**src/rtl/nco_fsk_pkg.sv**
```systemverilog
// nco_fsk_pkg: shared state type, default widths and the symbol-to-increment mapping for the FSK sequencer.
package nco_fsk_pkg;
  localparam int APR_D = 32;
  localparam int BPS_D = 2;
  localparam int SPS_W_D = 16;
  typedef enum logic {IDLE, ACTIVE} state_t;
  // Computed wide and truncated by the caller; low APR bits equal (base + sym*step) mod 2^APR.
  function automatic logic [63:0] tone_inc(input logic [63:0] base, input logic [63:0] step, input logic [7:0] sym);
    logic [63:0] acc;
    acc = base;
    for (int i = 0; i < 8; i++) if (sym[i]) acc = acc + (step << i);
    return acc;
  endfunction
endpackage

```
**src/rtl/nco_fsk_ramp.sv**
```systemverilog
// nco_fsk_ramp: glides the increment toward a new tone over 2^RAMP_LOG2 samples, snapping to the exact target on the last one.
module nco_fsk_ramp #(
  parameter int APR = 32,
  parameter int SPS_W = 16,
  parameter int RAMP_LOG2 = 3
) (
  input  logic             clk,
  input  logic             reset_n,
  input  logic             enable,
  input  logic             load,
  input  logic             ramp_ok,
  input  logic [APR-1:0]   target,
  input  logic [APR-1:0]   cur,
  input  logic [SPS_W-1:0] cnt,
  output logic [APR-1:0]   next_inc
);
  localparam int RL = 1 << RAMP_LOG2;
  logic [APR-1:0] delta, delta_now, tgt;
  logic on;
  assign delta_now = APR'($signed(target - cur) >>> RAMP_LOG2);
  always_ff @(posedge clk) begin
    if (!reset_n) begin
      delta <= '0;
      tgt <= '0;
      on <= 1'b0;
    end else if (enable && load) begin
      delta <= delta_now;
      tgt <= target;
      on <= ramp_ok;
    end
  end
  // The load edge produces sample 1; the edge at cnt==RL-2 produces sample RL, the exact target.
  always_comb
    next_inc = load ? (ramp_ok ? cur + delta_now : target)
             : (on && cnt < SPS_W'(RL - 1)) ? (cnt == SPS_W'(RL - 2) ? tgt : cur + delta)
             : cur;
endmodule

```
**src/rtl/nco_fsk_inc_seq.sv**
```systemverilog
// nco_fsk_inc_seq: maps a valid/ready symbol stream to NCO phase increments held for sps samples each.
// Optional glide between tones when NCO_FSK_RAMP_EN is defined.
module nco_fsk_inc_seq
  import nco_fsk_pkg::*;
#(
  parameter int APR = APR_D,
  parameter int BPS = BPS_D,
  parameter int SPS_W = SPS_W_D,
  parameter int RAMP_LOG2 = 3
) (
  input  logic             clk,
  input  logic             reset_n,
  input  logic             enable,
  input  logic [APR-1:0]   base_inc,
  input  logic [APR-1:0]   step_inc,
  input  logic [SPS_W-1:0] sps,
  input  logic             sym_valid,
  input  logic [BPS-1:0]   sym_data,
  output logic             sym_ready,
  output logic [APR-1:0]   phi_inc_o,
  output logic             nco_clken,
  output logic             sym_strobe,
  output logic             underrun
);
  state_t state, state_n;
  logic [SPS_W-1:0] cnt, cnt_n, sps_lat, sps_lat_n, lat_new;
  logic [APR-1:0] phi_n, tone;
  logic accept, at_end;
  assign lat_new = (sps == '0) ? SPS_W'(1) : sps;
  assign at_end = (state == ACTIVE) && (cnt == sps_lat - SPS_W'(1));
  assign sym_ready = reset_n && enable && (state == IDLE || at_end);
  assign accept = sym_valid && sym_ready;
  assign tone = APR'(tone_inc(64'(base_inc), 64'(step_inc), 8'(sym_data)));
`ifdef NCO_FSK_RAMP_EN
  logic [APR-1:0] ramp_inc;
  nco_fsk_ramp #(.APR(APR), .SPS_W(SPS_W), .RAMP_LOG2(RAMP_LOG2)) u_ramp (
    .clk(clk),
    .reset_n(reset_n),
    .enable(enable),
    .load(accept),
    .ramp_ok(lat_new >= SPS_W'(1 << RAMP_LOG2)),
    .target(tone),
    .cur(phi_inc_o),
    .cnt(cnt),
    .next_inc(ramp_inc)
  );
`endif
  always_comb begin
    state_n = accept ? ACTIVE : (at_end ? IDLE : state);
    cnt_n = (accept || state_n == IDLE) ? '0 : cnt + SPS_W'(1);
    sps_lat_n = accept ? lat_new : sps_lat;
`ifdef NCO_FSK_RAMP_EN
    phi_n = (!accept && (state == IDLE || at_end)) ? base_inc : ramp_inc;
`else
    phi_n = accept ? tone : (state == IDLE || at_end) ? base_inc : phi_inc_o;
`endif
  end
  always_ff @(posedge clk) begin
    if (!reset_n) begin
      state <= IDLE;
      cnt <= '0;
      sps_lat <= SPS_W'(1);
      phi_inc_o <= '0;
      nco_clken <= 1'b0;
      sym_strobe <= 1'b0;
      underrun <= 1'b0;
    end else begin
      nco_clken <= enable;
      sym_strobe <= accept;
      underrun <= enable && at_end && !accept;
      if (enable) begin
        state <= state_n;
        cnt <= cnt_n;
        sps_lat <= sps_lat_n;
        phi_inc_o <= phi_n;
      end
    end
  end
endmodule

```
**config.mk**
```make
export PLATFORM = sky130hd
export DESIGN_NAME = nco_fsk_inc_seq
export DESIGN_NICKNAME = d
export VERILOG_FILES = /design/src/rtl/nco_fsk_pkg.sv /design/src/rtl/nco_fsk_ramp.sv /design/src/rtl/nco_fsk_inc_seq.sv
export SDC_FILE = /design/constraint.sdc
export NUM_CORES = 1
export LEC_CHECK = 0
export ABC_AREA = 1
export BUFFER_PORTS_ARGS = -buffer_cell sky130_fd_sc_hd__buf_2
export CAP_MARGIN = 20
export CORE_ASPECT_RATIO = 0.7
export CORE_MARGIN = 2
export CORE_UTILIZATION = 54
export CTS_CLUSTER_DIAMETER = 80
export DETAILED_ROUTE_END_ITERATION = 10
export GPL_TIMING_DRIVEN = 0
export PLACE_DENSITY = 0.79
export SYNTH_ARGS = -nofsm -noshare
export SYNTH_HDL_FRONTEND = slang
export SYNTH_SLANG_ARGS = --single-unit
```
**constraint.sdc**
```tcl
create_clock -name clk -period 3.2 [get_ports clk]
set_input_delay 0.16 -clock clk [delete_from_list [all_inputs] [get_ports clk]]
set_output_delay 0.16 -clock clk [all_outputs]
set_load 0.1 [all_outputs]
```
==> key figures <==
Routing
  • Vias per Instance: 5.953
  • Pre-Repair DR Iteration Count: 5
  • Vias: 10,300
  • Initial DRC Count: 1,300
  • Drc violations: 0
  • Routed wire per std cell: between 15 and 20 µm
  • Final ANT Viol Nets: 0
  • Drt total wl: about 33,000 µm

Finish
  • # nets final: between 1,500 and 2,000
  • Share of cells above drive strength 1: a little under 30%
  • ANT cells: 0
  • Final non-filler cell total: about 1,700
  • Filler instances: 1,266
  • Area grow syn2layout: 30.92%
  • Finished Core Util: 72.40%
  • Final instance area: roughly 0.011 mm²

Logic synthesis
  • YS warnings: 0
  • Cell Area, Synth: roughly 0.008 mm²
  • Library cells used by synthesis: 46
  • Sequential area share after synthesis: roughly 17%
  • #FFs+latches synth: about 70
  • Avg Cell Area, Syn: slightly below 6 µm²
  • Post-Synthesis Cells: 1,389
  • Syn_nets: ~1,500

Worst setup path
  • R2R depth: 18
  • Arrival @ worst endpoint: ~3.5 ns
  • Top Family by Delay on Critical Path: simple AND/OR/NAND/NOR gates
  • Critical Path Stages: 27
  • Crit-path slowest cell: ha_4
  • Critical path class: primary input to register
  • Worst EP required: 3.43 ns
  • Kind of capture point of the worst setup path: register
  • Reg2reg end: phi_inc_o[25]
  • CP most frequent cell: nand2_1
  • CP Launch Type: primary input
  • CP Capture Point: phi_inc_o[31]
  • Bufs and invs on worst path: 5
  • Worst r2r src: sps_lat[0]
  • CP Launch Point: base_inc[7]
  • Crit path max fanout: 4
  • Delay of the slowest critical-path stage: ~0.3 ns
  • R2R setup slack: roughly 0.35 ns

Placed design
  • Gp weighted congestion: between 0.9 and 1
  • Placement Cell Area: about 0.0090 mm²
  • Placed insts: around 1,700
  • Port buffer count: roughly 120
  • Hpwl dp: between 20,000 and 30,000 µm

Power
  • Pwr dens: between 400 and 500 mW/mm²
  • Design Power: 0.004419 W
  • IR Drop Worst-Case VDD: between 300 and 400 µV
  • LEAKAGE: between 4 and 5 nW

Global routing
  • Initial antenna violation count: 0
  • All-layer global routing usage: approximately 38%
  • Vias in the first global route: ~9,000
  • First-pass GRT wire length: between 40,000 and 50,000 µm
  • GR Overflow Total: 0
  • Largest net degree at the start of global routing: 13

Hold path
  • HP Class: primary input to register

Clocking
  • CTS tree: yes
  • Sink Count: just under 70
  • Worst-Skew Late Latency: roughly 0.34 ns
  • Longest Clk Path Bufs: 2
  • Cts hold-fix bufs: 0
  • Root Driver: clkbuf_16
  • Clk pin slew, worst setup/hold paths: roughly 0.060 ns
  • Total CTS buffers: 9
  • Max H-tree Level: 3

STA
  • Hold Slack: ~0.07 ns
  • Final hold violation count: 0
  • Fin. max-slew vios: 0
  • RSZ-0062 raised after global routing: true
  • Fmax: 308.6 MHz
  • Minimum clock period: about 3.2 ns
  • Rel. slew slack: a little over a third
  • Worst-Margin Slew: between 0.9 and 1 ns
  • Final Setup Violations: 1
  • PnR worst setup slack: -0.04052 ns
  • Worst Skew: roughly 0.0042 ns
  • Final Cycle Share: 101.3%

Die
  • Rows: 37
  • Die Y-Extent: ~110 µm
  • I/O pin count: 122
  • DIE AREA: 0.01609 mm²
  • Core area: between 0.01 and 0.015 mm²
  • Die Wd: roughly 150 µm
  • Initial Util: approximately 55%

Run
  • Max_cap viols: 0

Run status
  • Outcome: complete, but fails checks
  • Failing checks: setup timing
## where the power goes
group          switching [W]  internal (W)  total (W)  leakage (nW)
combinational        0.00162      0.000806    0.00242          4.20
clock               0.000407      0.000648    0.00105         0.148
sequential         0.0000403      0.000900   0.000940         0.556
total                0.00207       0.00235    0.00442          4.91
## worst min path at each step
stage                       start           to  slack, ns  depth (start not counted)
after floorplan           sps[10]  sps_lat[10]       0.29                          2
after global placement     sps[9]   sps_lat[9]       0.41                          3
after detailed placement   sps[9]   sps_lat[9]       0.41                          3
after CTS                  sps[3]   sps_lat[3]       0.08                          3
after global routing       sps[3]   sps_lat[3]       0.07                          3
final                      sps[9]   sps_lat[9]       0.07                          3
## Yosys cell counts (all sizes together)
cell type / number / area share (%)
o21a: 5 / 0.46
and2: 18 / 1.4
a41oi: 1 / 0.11
nor3b: 4 / 0.37
buf: 14 / 1.1
xor2: 17 / 1.9
a221oi: 1 / 0.11
a21o: 5 / 0.46
a31oi: 4 / 0.31
a21oi: 114 / 7.6
nor4: 11 / 0.85
inv: 132 / 6.1
dfxtp: 68 / 17
and3: 1 / 0.077
clkbuf: 16 / 0.74
o211ai: 4 / 0.37
a21boi: 2 / 0.18
nand3b: 14 / 1.3
nor3: 13 / 0.80
ha: 68 / 10
o21bai: 5 / 0.46
xnor3: 1 / 0.28
nand2: 427 / 20
o22ai: 1 / 0.077
xnor2: 21 / 2.3
o21ai: 88 / 5.4
clkinv: 1 / 0.046
nand3: 139 / 8.5
fa: 2 / 0.49
nor2: 153 / 7.7
nand4: 20 / 1.5
or2: 19 / 1.5
## what timing repair did
action,in CTS,in global routing
setup buffers,1,11
endpoints found under the setup margin,19,22
gates cloned,0,0
pin swaps,10,50
resized for setup,71,240
## per-stage QoR
step / setup slack, ns / TNS [ns]
finish: -0.04052 / -0.04052
detailed placement: -0.7259 / -11.25
global placement: -0.7094 / -10.58
global route: -0.2455 / -0.8819
floorplan: 0.05636 / 0
CTS: -0.04620 / -0.08711
## cells in the final DEF, fill, tap and decap left out, types with 4 or more instances in the layout
cell type,n
and2_4,9
nor2_1,114
clkbuf_16,9
ha_1,25
a21oi_2,44
or2_2,19
o21ai_2,12
nor3_2,5
nor2_4,14
a21oi_4,5
inv_2,12
nand2_2,52
dfxtp_1,68
o21ai_0,50
nand3_2,14
nor3_1,6
nor3b_1,4
ha_2,5
buf_4,14
nand3b_1,14
nand3_1,123
nor4_1,8
xnor2_1,19
nand4_1,20
nor2_2,23
a31oi_1,4
inv_1,120
o21a_1,5
nand2_1,361
a21oi_1,65
ha_4,38
and2_1,9
nand2_4,14
xor2_1,16
o21ai_1,25
o211ai_1,4
buf_2,126
a21o_1,5
clkbuf_1,15
## flip-flops by register name (all words and copies together) (netlist names)
signal / cells
cnt: 16
nco_clken: 1
phi_inc_o: 32
sps_lat: 16
state: 1
sym_strobe: 1
underrun: 1
## final cells by class
type                       count  area (µm²)  area share (%)
tap                          195       244.0           2.289
timing repair buffer         131       695.7           6.527
buffer                        30       157.7           1.479
clock inverter                 5       58.81          0.5517
clock buffer                  11       252.7           2.371
sequential                    68        1361           12.77
multi-input combinational   1158        7390           69.33
inverter                     133       499.2           4.684
## logic make-up (layout without fill, tap and decap cells)
group / after synthesis / count (layout) / share of synthesized area (%)
buffers and inverters: 163 / 310 / 7.976
DFF: 68 / 68 / 16.72
xor gates and xnor gates: 39 / 39 / 4.457
adders and majority gates: 70 / 70 / 10.94
AOI/OAI and AO/OA: 230 / 230 / 15.51
and+or+nand+nor: 819 / 819 / 44.40
## tightest hold or removal path, cell delays in order
cell and delay, ns:
buf_2 0.08, nor2_1 0.04, nor2_1 0.09
## per-layer routing
layer / GRT usage (%) / share of wire, % / routed length [µm]
met5: 0 / 0 / 0
met3: 10.26 / 13 / 4120
met1: 56.50 / 45 / 14750
met2: 53.70 / 40 / 13140
met4: 7.744 / 1.9 / 619
No activity file was read; power rests on OpenSTA's default activity.
